## config.mk

```make
export PLATFORM = sky130hd
export DESIGN_NAME = pipeline_hazard_ctrl_flat
export DESIGN_NICKNAME = d
export VERILOG_FILES = /design/src/rtl/pipeline_hazard_ctrl_if.sv /design/src/rtl/pipeline_hazard_ctrl.sv /design/src/flat_wrapper.sv
export SDC_FILE = /design/constraint.sdc
export NUM_CORES = 1
export LEC_CHECK = 0
export ABC_AREA = 1
export BUFFER_PORTS_ARGS = -buffer_cell sky130_fd_sc_hd__buf_2
export CORE_ASPECT_RATIO = 1.25
export CORE_MARGIN = 1
export CORE_UTILIZATION = 38
export DETAILED_ROUTE_END_ITERATION = 10
export PLACE_DENSITY = 0.74
export SLEW_MARGIN = 40
export SYNTH_ARGS = -nofsm -noshare
export SYNTH_HDL_FRONTEND = slang
export SYNTH_SLANG_ARGS = --single-unit
```

## constraint.sdc

```tcl
create_clock -name clk_i -period 1.7 [get_ports clk_i]
set_clock_uncertainty 0.15 [all_clocks]
set_input_delay 0.17 -clock clk_i [delete_from_list [all_inputs] [get_ports clk_i]]
set_output_delay 0.17 -clock clk_i [all_outputs]
set_load 0.02 [all_outputs]
```

## src/rtl/pipeline_hazard_ctrl_if.sv

```systemverilog
// Hazard-control bundle between the decode stage and pipeline_hazard_ctrl.
// The master side presents ID/EX hazard information and consumes the
// stall/flush/bubble controls; the slave side is the hazard controller.
interface pipeline_hazard_ctrl_if #(
    parameter int CNT_W = 32
);
    // Hazard information from ID and EX
    logic             id_valid_i;
    logic [6:0]       id_opcode_i;
    logic [4:0]       id_rs1_i;
    logic [4:0]       id_rs2_i;
    logic             ex_mem_read_i;
    logic [4:0]       ex_rd_i;
    logic             branch_taken_i;
    logic             dmem_busy_i;

    // Pipeline control back to PC, IF/ID and ID/EX
    logic             pc_stall_o;
    logic             ifid_stall_o;
    logic             ifid_flush_o;
    logic             idex_bubble_o;
    logic [1:0]       state_o;
    logic [CNT_W-1:0] stall_cnt_o;
    logic [CNT_W-1:0] flush_cnt_o;

    modport master (
        output id_valid_i, id_opcode_i, id_rs1_i, id_rs2_i,
        output ex_mem_read_i, ex_rd_i, branch_taken_i, dmem_busy_i,
        input  pc_stall_o, ifid_stall_o, ifid_flush_o, idex_bubble_o,
        input  state_o, stall_cnt_o, flush_cnt_o
    );

    modport slave (
        input  id_valid_i, id_opcode_i, id_rs1_i, id_rs2_i,
        input  ex_mem_read_i, ex_rd_i, branch_taken_i, dmem_busy_i,
        output pc_stall_o, ifid_stall_o, ifid_flush_o, idex_bubble_o,
        output state_o, stall_cnt_o, flush_cnt_o
    );
endinterface

```

## src/rtl/pipeline_hazard_ctrl.sv

```systemverilog
// pipeline_hazard_ctrl: decode-stage sequencer for load-use stalls,
// taken-branch flushes and data-memory freezes.
// Optional performance counters are built when HAZARD_PERF_CNT_EN is
// defined; otherwise stall_cnt_o/flush_cnt_o are tied to zero.
// While frozen, the state that would have followed (and the remaining
// flush length) is parked; on the cycle busy drops, that parked state is
// evaluated directly so no freeze cycle is wasted and no flush cycle is lost.
module pipeline_hazard_ctrl #(
    parameter int BRANCH_PENALTY = 2,
    parameter int CNT_W          = 32
) (
    input  logic                 clk_i,
    input  logic                 rst_ni,
    pipeline_hazard_ctrl_if.slave hz
);

    typedef enum logic [1:0] {
        ST_RUN        = 2'd0,
        ST_LOAD_STALL = 2'd1,
        ST_FLUSH      = 2'd2,
        ST_FREEZE     = 2'd3
    } state_e;

    // Flush cycles remaining after the branch cycle itself
    localparam logic [2:0] PEN_RELOAD = 3'(BRANCH_PENALTY - 1);
    // With a penalty of one, the branch cycle is the whole flush
    localparam logic       PEN_SINGLE = (BRANCH_PENALTY == 1) ? 1'b1 : 1'b0;

    // Opcodes that read rs2: R-type, store, conditional branch
    function automatic logic uses_rs2(input logic [6:0] op);
        case (op)
            7'b0110011, 7'b0100011, 7'b1100011: uses_rs2 = 1'b1;
            default:                            uses_rs2 = 1'b0;
        endcase
    endfunction

    // Opcodes that read rs1: the rs2 users plus OP-IMM, load, JALR
    function automatic logic uses_rs1(input logic [6:0] op);
        case (op)
            7'b0110011, 7'b0100011, 7'b1100011,
            7'b0010011, 7'b0000011, 7'b1100111: uses_rs1 = 1'b1;
            default:                            uses_rs1 = 1'b0;
        endcase
    endfunction

    state_e     state_q, state_d;
    state_e     saved_state_q, saved_state_d;
    logic [2:0] cnt_q, cnt_d;
    logic [2:0] saved_cnt_q, saved_cnt_d;

    state_e     eff_state_s;
    logic [2:0] eff_cnt_s;
    state_e     nb_state_s;
    logic [2:0] nb_cnt_s;
    logic       load_use_s;

    logic       pc_stall_s;
    logic       ifid_stall_s;
    logic       ifid_flush_s;
    logic       idex_bubble_s;

    // Load-use detection: EX load writes a register that ID actually reads
    always_comb begin
        load_use_s = 1'b0;
        if (hz.id_valid_i && hz.ex_mem_read_i && (hz.ex_rd_i != 5'd0)) begin
            load_use_s = (uses_rs1(hz.id_opcode_i) && (hz.id_rs1_i == hz.ex_rd_i)) ||
                         (uses_rs2(hz.id_opcode_i) && (hz.id_rs2_i == hz.ex_rd_i));
        end else begin
            load_use_s = 1'b0;
        end
    end

    // Effective state: the parked state takes over on the cycle busy drops
    always_comb begin
        eff_state_s = state_q;
        eff_cnt_s   = cnt_q;
        if ((state_q == ST_FREEZE) && !hz.dmem_busy_i) begin
            eff_state_s = saved_state_q;
            eff_cnt_s   = saved_cnt_q;
        end else begin
            eff_state_s = state_q;
            eff_cnt_s   = cnt_q;
        end
    end

    // Next state ignoring dmem_busy_i (branch beats load-use)
    always_comb begin
        nb_state_s = ST_RUN;
        nb_cnt_s   = 3'd0;
        case (eff_state_s)
            ST_RUN, ST_LOAD_STALL: begin
                if (hz.branch_taken_i) begin
                    nb_state_s = PEN_SINGLE ? ST_RUN : ST_FLUSH;
                    nb_cnt_s   = PEN_RELOAD;
                end else if (load_use_s && (eff_state_s == ST_RUN)) begin
                    nb_state_s = ST_LOAD_STALL;
                    nb_cnt_s   = 3'd0;
                end else begin
                    nb_state_s = ST_RUN;
                    nb_cnt_s   = 3'd0;
                end
            end
            ST_FLUSH: begin
                if (hz.branch_taken_i) begin
                    nb_state_s = PEN_SINGLE ? ST_RUN : ST_FLUSH;
                    nb_cnt_s   = PEN_RELOAD;
                end else if (eff_cnt_s <= 3'd1) begin
                    nb_state_s = ST_RUN;
                    nb_cnt_s   = 3'd0;
                end else begin
                    nb_state_s = ST_FLUSH;
                    nb_cnt_s   = eff_cnt_s - 3'd1;
                end
            end
            ST_FREEZE: begin
                nb_state_s = ST_FREEZE;
                nb_cnt_s   = eff_cnt_s;
            end
            default: begin
                nb_state_s = ST_RUN;
                nb_cnt_s   = 3'd0;
            end
        endcase
    end

    // Final next state: busy overrides everything and parks the resume point
    always_comb begin
        state_d       = nb_state_s;
        cnt_d         = nb_cnt_s;
        saved_state_d = saved_state_q;
        saved_cnt_d   = saved_cnt_q;
        if (hz.dmem_busy_i) begin
            state_d = ST_FREEZE;
            cnt_d   = cnt_q;
            if (eff_state_s == ST_FREEZE) begin
                saved_state_d = saved_state_q;
                saved_cnt_d   = saved_cnt_q;
            end else if ((eff_state_s == ST_FLUSH) && !hz.branch_taken_i) begin
                // A frozen flush keeps its remaining length untouched
                saved_state_d = ST_FLUSH;
                saved_cnt_d   = eff_cnt_s;
            end else begin
                saved_state_d = nb_state_s;
                saved_cnt_d   = nb_cnt_s;
            end
        end else begin
            state_d       = nb_state_s;
            cnt_d         = nb_cnt_s;
            saved_state_d = saved_state_q;
            saved_cnt_d   = saved_cnt_q;
        end
    end

    // FSM, flush counter and parked resume point
    always_ff @(posedge clk_i or negedge rst_ni) begin
        if (!rst_ni) begin
            state_q       <= ST_RUN;
            cnt_q         <= 3'd0;
            saved_state_q <= ST_RUN;
            saved_cnt_q   <= 3'd0;
        end else begin
            state_q       <= state_d;
            cnt_q         <= cnt_d;
            saved_state_q <= saved_state_d;
            saved_cnt_q   <= saved_cnt_d;
        end
    end

    // Control decode: freeze > flush > load-use stall > pass
    always_comb begin
        pc_stall_s    = 1'b0;
        ifid_stall_s  = 1'b0;
        ifid_flush_s  = 1'b0;
        idex_bubble_s = 1'b0;
        if (hz.dmem_busy_i) begin
            pc_stall_s   = 1'b1;
            ifid_stall_s = 1'b1;
        end else if (hz.branch_taken_i || (eff_state_s == ST_FLUSH)) begin
            ifid_flush_s  = 1'b1;
            idex_bubble_s = 1'b1;
        end else if (load_use_s &&
                     ((eff_state_s == ST_RUN) || (eff_state_s == ST_LOAD_STALL))) begin
            pc_stall_s    = 1'b1;
            ifid_stall_s  = 1'b1;
            idex_bubble_s = 1'b1;
        end else begin
            pc_stall_s    = 1'b0;
            ifid_stall_s  = 1'b0;
            ifid_flush_s  = 1'b0;
            idex_bubble_s = 1'b0;
        end
    end

    assign hz.pc_stall_o    = pc_stall_s;
    assign hz.ifid_stall_o  = ifid_stall_s;
    assign hz.ifid_flush_o  = ifid_flush_s;
    assign hz.idex_bubble_o = idex_bubble_s;
    assign hz.state_o       = state_q;

`ifdef HAZARD_PERF_CNT_EN
    localparam logic [CNT_W-1:0] CNT_MAX = {CNT_W{1'b1}};
    localparam logic [CNT_W-1:0] CNT_ONE = {{(CNT_W-1){1'b0}}, 1'b1};

    logic [CNT_W-1:0] stall_cnt_q, stall_cnt_d;
    logic [CNT_W-1:0] flush_cnt_q, flush_cnt_d;

    // Saturating increments of the stall and flush cycle counters
    always_comb begin
        stall_cnt_d = stall_cnt_q;
        flush_cnt_d = flush_cnt_q;
        if (pc_stall_s && (stall_cnt_q != CNT_MAX)) begin
            stall_cnt_d = stall_cnt_q + CNT_ONE;
        end else begin
            stall_cnt_d = stall_cnt_q;
        end
        if (ifid_flush_s && (flush_cnt_q != CNT_MAX)) begin
            flush_cnt_d = flush_cnt_q + CNT_ONE;
        end else begin
            flush_cnt_d = flush_cnt_q;
        end
    end

    // Performance counter registers
    always_ff @(posedge clk_i or negedge rst_ni) begin
        if (!rst_ni) begin
            stall_cnt_q <= {CNT_W{1'b0}};
            flush_cnt_q <= {CNT_W{1'b0}};
        end else begin
            stall_cnt_q <= stall_cnt_d;
            flush_cnt_q <= flush_cnt_d;
        end
    end

    assign hz.stall_cnt_o = stall_cnt_q;
    assign hz.flush_cnt_o = flush_cnt_q;
`else
    assign hz.stall_cnt_o = {CNT_W{1'b0}};
    assign hz.flush_cnt_o = {CNT_W{1'b0}};
`endif

endmodule

```

## src/flat_wrapper.sv

```systemverilog
// flat-port wrapper written by rule: the top's interface ports become plain ports
module pipeline_hazard_ctrl_flat 
#(
    parameter int BRANCH_PENALTY = 2,
    parameter int CNT_W          = 32
)
  (clk_i, rst_ni, hz_id_valid_i, hz_id_opcode_i, hz_id_rs1_i, hz_id_rs2_i, hz_ex_mem_read_i, hz_ex_rd_i, hz_branch_taken_i, hz_dmem_busy_i, hz_pc_stall_o, hz_ifid_stall_o, hz_ifid_flush_o, hz_idex_bubble_o, hz_state_o, hz_stall_cnt_o, hz_flush_cnt_o);
  pipeline_hazard_ctrl_if #(.CNT_W(CNT_W)) hz_i ();
  input  logic clk_i;
  input  logic rst_ni;
  input wire logic [$bits(hz_i.id_valid_i)-1:0] hz_id_valid_i;
  input wire logic [$bits(hz_i.id_opcode_i)-1:0] hz_id_opcode_i;
  input wire logic [$bits(hz_i.id_rs1_i)-1:0] hz_id_rs1_i;
  input wire logic [$bits(hz_i.id_rs2_i)-1:0] hz_id_rs2_i;
  input wire logic [$bits(hz_i.ex_mem_read_i)-1:0] hz_ex_mem_read_i;
  input wire logic [$bits(hz_i.ex_rd_i)-1:0] hz_ex_rd_i;
  input wire logic [$bits(hz_i.branch_taken_i)-1:0] hz_branch_taken_i;
  input wire logic [$bits(hz_i.dmem_busy_i)-1:0] hz_dmem_busy_i;
  output wire logic [$bits(hz_i.pc_stall_o)-1:0] hz_pc_stall_o;
  output wire logic [$bits(hz_i.ifid_stall_o)-1:0] hz_ifid_stall_o;
  output wire logic [$bits(hz_i.ifid_flush_o)-1:0] hz_ifid_flush_o;
  output wire logic [$bits(hz_i.idex_bubble_o)-1:0] hz_idex_bubble_o;
  output wire logic [$bits(hz_i.state_o)-1:0] hz_state_o;
  output wire logic [$bits(hz_i.stall_cnt_o)-1:0] hz_stall_cnt_o;
  output wire logic [$bits(hz_i.flush_cnt_o)-1:0] hz_flush_cnt_o;
  assign hz_i.id_valid_i = hz_id_valid_i;
  assign hz_i.id_opcode_i = hz_id_opcode_i;
  assign hz_i.id_rs1_i = hz_id_rs1_i;
  assign hz_i.id_rs2_i = hz_id_rs2_i;
  assign hz_i.ex_mem_read_i = hz_ex_mem_read_i;
  assign hz_i.ex_rd_i = hz_ex_rd_i;
  assign hz_i.branch_taken_i = hz_branch_taken_i;
  assign hz_i.dmem_busy_i = hz_dmem_busy_i;
  assign hz_pc_stall_o = hz_i.pc_stall_o;
  assign hz_ifid_stall_o = hz_i.ifid_stall_o;
  assign hz_ifid_flush_o = hz_i.ifid_flush_o;
  assign hz_idex_bubble_o = hz_i.idex_bubble_o;
  assign hz_state_o = hz_i.state_o;
  assign hz_stall_cnt_o = hz_i.stall_cnt_o;
  assign hz_flush_cnt_o = hz_i.flush_cnt_o;
  pipeline_hazard_ctrl #(.BRANCH_PENALTY(BRANCH_PENALTY), .CNT_W(CNT_W)) u_core (.clk_i(clk_i), .rst_ni(rst_ni), .hz(hz_i));
endmodule
```

==> results.ini, run 1 <==
[outcome]
run_status = finished, violations left
violations = design-rule violations, negative setup slack

[min_path]
worstHoldPathType = in2async

[power_and_ir_drop]
p_per_area_mw_per_mm2 = 1140
leakage_nw = 1.06
ir_drop_mv = 0.335
finalPower_mw = 2.05

[layout]
fin_area_mm2 = 0.00180
seq_area_um2 = 251
drive_above_1_share_pct = 36.1
final_core_util_pct = 50.8
fillers = 355
final_cell_mix = conb_1 (64), nand2_1 (40), buf_2 (29)
multi_input_area_um2 = 996
area_growth_pct = 25.5
final_common_cell = conb_1
fin_cells = 308
final_nets = 300
diodes = 0

[synthesis]
synth.area.top_cells = buf_4 (34%), dfrtp_1 (17%), nand2_1 (14%)
synth-seq-cells = 10
synth.yosys.warnings = 0
ys_types = 25
synth_area_mm2 = 0.00144
synth_top_cell_by_area = buf_4
syn_area_per_cell_um2 = 6.58
synth_top_area_share_pct = 34.0
syn_inst = 218
yosysSeqAreaShare_pct = 17.4

[setup_path]
startpoint_type = flip-flop
startpoint = u_core.hz.state_o[1]$_DFF_PN0_
r2r_start = u_core.hz.state_o[1]$_DFF_PN0_
reg2reg_to = u_core.cnt_q[1]$_DFFE_PN0N_
worst_ep_required_time_ns = 1.38
reg2reg_depth = 14
r2r_slack_ns = -0.10
endpoint_kind = output pin
critical_path_class = reg2out
worstPathMaxFanout = 4
worstPathArrival_ns = 1.54

[sta]
slew_violations = 0
tns_ns = -0.722
period_needed_ns = 1.86
finalCritPeriodShare_pct = 110
setup_viol = 9
fmax_ghz = 0.536
rsz0062_at_grt = true
hold_viol = 0
setup_slack_ns = -0.165

[drt]
wl_met2_um = 1850
wl_met1_um = 1080
ant_nets = 0
drc = 11
via_per_inst = 4.39
top_layer_used = met4
routed-wl-met3_um = 187
totalWireLength_um = 3260
num_vias = 1351
dr.pass1.iters = 7
drt-initial-drc-count = 33
wl_per_cell_um = 10.6

[floorplanning]
io_pins = 98
coreArea_mm2 = 0.00354
die_h_um = 70.7
start_util_pct = 40.5
row_count = 24
die_x_um = 57.0
die_area_mm2 = 0.00403

[global_route]
grt_max_degree = 11
grt_pass1_vias = 1119
grt_use_total_pct = 13.9
grt_overflow = 0
antenna_found_initial = 0
grt_pass1_wl_um = 4500

[clocking]
cts.sinks = 10
clk_pin_slew_worst_paths_ns = 0.05
clockBufferDepth = 2
h-tree-depth = 1
cts_buffers = 3
cts_root_buf = clkbuf_8
cts_tree = yes
clkLatencyLatePin_ns = 0.24

[placed_design]
port_buffers = 33
dp_cells = 297
hpwlAfterDp_um = 2340
place_congestion = 0.793
place_area_mm2 = 0.00148

[run]
maxCapViolations = 0

-- kinds of logic (layout without fill, tap and decap cells) --
group | after synthesis | count (layout) | share of synthesized area (%)
buffers and inverters | 94 | 82 | 42.6
AND/OR/NAND/NOR | 90 | 90 | 29.3
AO/OA/AOI/OAI | 21 | 21 | 8.63
flip-flops | 10 | 10 | 17.4
adder cells (fa/ha/maj) | 2 | 2 | 1.74
other | 1 | 64 | 0.261
-- metal layers --
layer	vias up	track usage [%]
li1	648	-
met1	619	13.6
met2	72	28.5
met3	12	1.65
met4	0	5.69
met5	-	0
-- registers in the layout, summed over array words and instances (netlist names) --
signal and flops:
u_core.saved_state_q 2, u_core.cnt_q 3, u_core.hz.state_o 2, u_core.saved_cnt_q 3
-- cells in the mapped netlist --
library cell,count
conb_1,1
buf_4,65
nand3_2,2
nand4_1,2
nand2_1,55
nor2_1,10
nor2_2,1
nand2_2,4
nand3_1,10
nor2_4,2
a21oi_1,6
ha_1,2
o22ai_1,4
nor3_1,1
o21ai_4,1
a21boi_1,1
o21ai_1,1
o21ai_0,8
nor2_8,1
nand3b_1,2
inv_1,25
dfrtp_1,10
buf_6,1
inv_8,1
inv_2,2
-- per-stage QoR --
step | hold slack (ns) | worst slack, ns
finish | 0.178 | -0.165
global route | 0.224 | -0.233
CTS | 0.191 | -0.119
detailed placement | -0.111 | -0.0224
global placement | -0.110 | 0.0134
floorplan | -0.276 | -0.0888
-- power breakdown --
part,total (mW),leakage [nW],internal [mW],switching (mW)
sequential,0.366,0.120,0.319,0.0470
clock,0.262,0.0228,0.165,0.0972
combinational,1.42,0.912,0.537,0.882
-- final cells by class --
class / count / area share, %
timing repair buffer: 50 / 18.8
inverter: 28 / 6.67
tap: 39 / 2.71
clock buffer: 4 / 2.50
multi-input combinational: 177 / 55.3
sequential: 10 / 14.0
-- critical path, cell delays in order (launching register included) --
cell,delay [ns]
dfrtp_2,0.44
buf_4,0.16
nand3b_1,0.11
nand2_2,0.09
nand2_2,0.11
nand2_4,0.08
o21ai_4,0.18
buf_6,0.14
-- how the worst max path moves through the flow --
| stage | endpoint | slack, ns |
|---|---|---|
| floorplan | hz_pc_stall_o | -0.09 |
| global placement | hz_idex_bubble_o | 0.01 |
| detailed placement | hz_idex_bubble_o | -0.02 |
| CTS | hz_idex_bubble_o | -0.12 |
| global route | u_core.cnt_q[1]$_DFFE_PN0N_ | -0.23 |
| finish | hz_ifid_stall_o | -0.16 |
-- repair_timing --
action	in CTS	in global routing
endpoints found under the hold margin	10	0
endpoints found under the setup margin	4	12
setup buffers	3	3
resized for setup	12	48
pin swaps	7	23
hold buffers	1	0
Power figures use the tool's default switching activity.
==> run 2, diff against run 1 <==
==> constraint.sdc (replaced) <==
create_clock -name clk_i -period 1.7 [get_ports clk_i]
set_clock_uncertainty 0.15 [all_clocks]
set_input_delay 0.085 -clock clk_i [delete_from_list [all_inputs] [get_ports clk_i]]
set_output_delay 0.085 -clock clk_i [all_outputs]
set_load 0.02 [all_outputs]
==> run 2 against run 1 <==
The run still ends with design-rule violations, negative setup slack left. Via count down 5.0%. Final cell count decreased by 0.65%. Setup slack improved by 0.15 ns. Final area down 4.2%. Sequential share of layout area increased by 0.62 points. Critical endpoint unchanged. Highest routed layer unchanged.
==> results.ini, run 2 (synthesis results as in run 1) <==
[setup_path]
crit_path_frequent_cell = nand2_2
worstPathArrival_ns = 1.48
cp_top_family = flip-flops
cpPeakStageDelay_ns = 0.40
endpoint_kind = output pin
r2r_start = u_core.hz.state_o[1]$_DFF_PN0_
worstPathMaxFanout = 5
reg2reg_depth = 14
worst_ep_required_time_ns = 1.46
cp_num_buf_inv = 2
reg2reg_to = u_core.cnt_q[2]$_DFFE_PN0N_
critical_path_class = reg2out
crit_chain = nand2_2 -> nor2_4 -> a21boi_4 -> nand2_2 -> nand2_2 -> buf_6 -> o21ai_4 -> buf_6
startpoint_type = flip-flop
worst_path_max_delay_cell = dfrtp_2
r2r_slack_ns = 0

[drt]
dr.pass1.iters = 7
drc = 12
ant_nets = 0
wl_per_cell_um = 9.82
num_vias = 1283
totalWireLength_um = 3010
drt-initial-drc-count = 28
via_per_inst = 4.19

[sta]
rsz0062_at_grt = true
setup_slack_ns = -0.0167
hold_viol = 0
fmax_ghz = 0.582
slew_violations = 0
period_needed_ns = 1.72
setup_viol = 3
finalCritPeriodShare_pct = 101

[placed_design]
dp_cells = 291
place_congestion = 0.929
pre_cts_slack_ns = 0.00527
hpwlAfterDp_um = 2250
port_buffers = 33

[clocking]
clockBufferDepth = 2
clkLatencyLatePin_ns = 0.23
cts_buffers = 3
cts_tree = yes
h-tree-depth = 1
cts.sinks = 10
cts_root_buf = clkbuf_8
clk_pin_slew_worst_paths_ns = 0.05

[layout]
reg.largest.list = u_core.cnt_q (3), u_core.saved_cnt_q (3)
drive_above_1_share_pct = 34.1
final_common_cell = conb_1
diodes = 0
fin_cells = 306
final_cell_mix = conb_1 (64), nand2_1 (43), buf_2 (29)
final_nets = 298
fillers = 348
final_core_util_pct = 48.7
area_growth_pct = 20.1

[global_route]
grt_pass1_wl_um = 4490
grt_overflow = 0
grt_max_degree = 11
grt_use_total_pct = 14.3
grt_pass1_vias = 1079
antenna_found_initial = 0

[outcome]
run_status = finished, violations left
violations = design-rule violations, negative setup slack

[floorplanning]
row_count = 24
coreArea_mm2 = 0.00354
die_x_um = 57.0
start_util_pct = 40.5
die_area_mm2 = 0.00403
die_h_um = 70.7
io_pins = 98

[min_path]
worstHoldPathType = in2async

[power_and_ir_drop]
p_per_area_mw_per_mm2 = 1100
ir_drop_mv = 0.463
leakage_nw = 1.02
finalPower_mw = 1.89

[run]
maxCapViolations = 0

run 2: cell types whose count changed in the layout (fill, tap and decap cells not counted), sizes merged:
cell / before / now
buf: 49 / 47
run 2: worst max-delay path by stage:
stage | start | endpoint | cells after the start
floorplan | u_core.hz.state_o[0]$_DFF_PN0_ | hz_idex_bubble_o | 7
global placement | u_core.hz.state_o[0]$_DFF_PN0_ | u_core.hz.state_o[1]$_DFF_PN0_ | 10
detailed placement | u_core.hz.state_o[0]$_DFF_PN0_ | u_core.cnt_q[2]$_DFFE_PN0N_ | 12
CTS | u_core.hz.state_o[1]$_DFF_PN0_ | hz_pc_stall_o | 8
global route | u_core.hz.state_o[0]$_DFF_PN0_ | u_core.cnt_q[2]$_DFFE_PN0N_ | 13
finish | u_core.hz.state_o[1]$_DFF_PN0_ | hz_ifid_stall_o | 8
run 2: area by class of cell:
class	count	area, um2	area share (%)
timing repair buffer	48	313	18.1
tap	39	48.8	2.83
multi-input combinational	177	951	55.2
clock buffer	4	45.0	2.61
inverter	28	115	6.68
sequential	10	251	14.6
run 2: metal layers:
layer,GRT usage [%],vias up,wire length (um)
li1,-,644,-
met1,12.4,572,958
met2,30.2,63,1810
met3,4.20,4,203
met4,4.07,0,31
met5,0,-,0
run 2: what timing repair did:
action,in CTS,in global routing
hold buffers,1,0
endpoints found under the hold margin,10,0
buffers inserted,8,2
resized for setup,31,15
setup endpoints to repair,5,9
pin swaps,15,17
run 2: metrics by stage:
step           hold WS (ns)  setup TNS (ns)  cell area, um2
2_1_floorplan        -0.361         -0.0177            1680
6_report             0.0909         -0.0342            1720
4_1_cts              0.0956         -0.0543            1660
5_1_grt               0.128          -0.543            1720
3_3_place_gp         -0.195               0            1430
3_5_place_dp         -0.198               0            1430
run 2: power breakdown:
group	internal, mW	switching, mW	total [mW]
clock	0.163	0.0857	0.249
combinational	0.470	0.808	1.28
sequential	0.320	0.0472	0.367
total	0.953	0.941	1.89
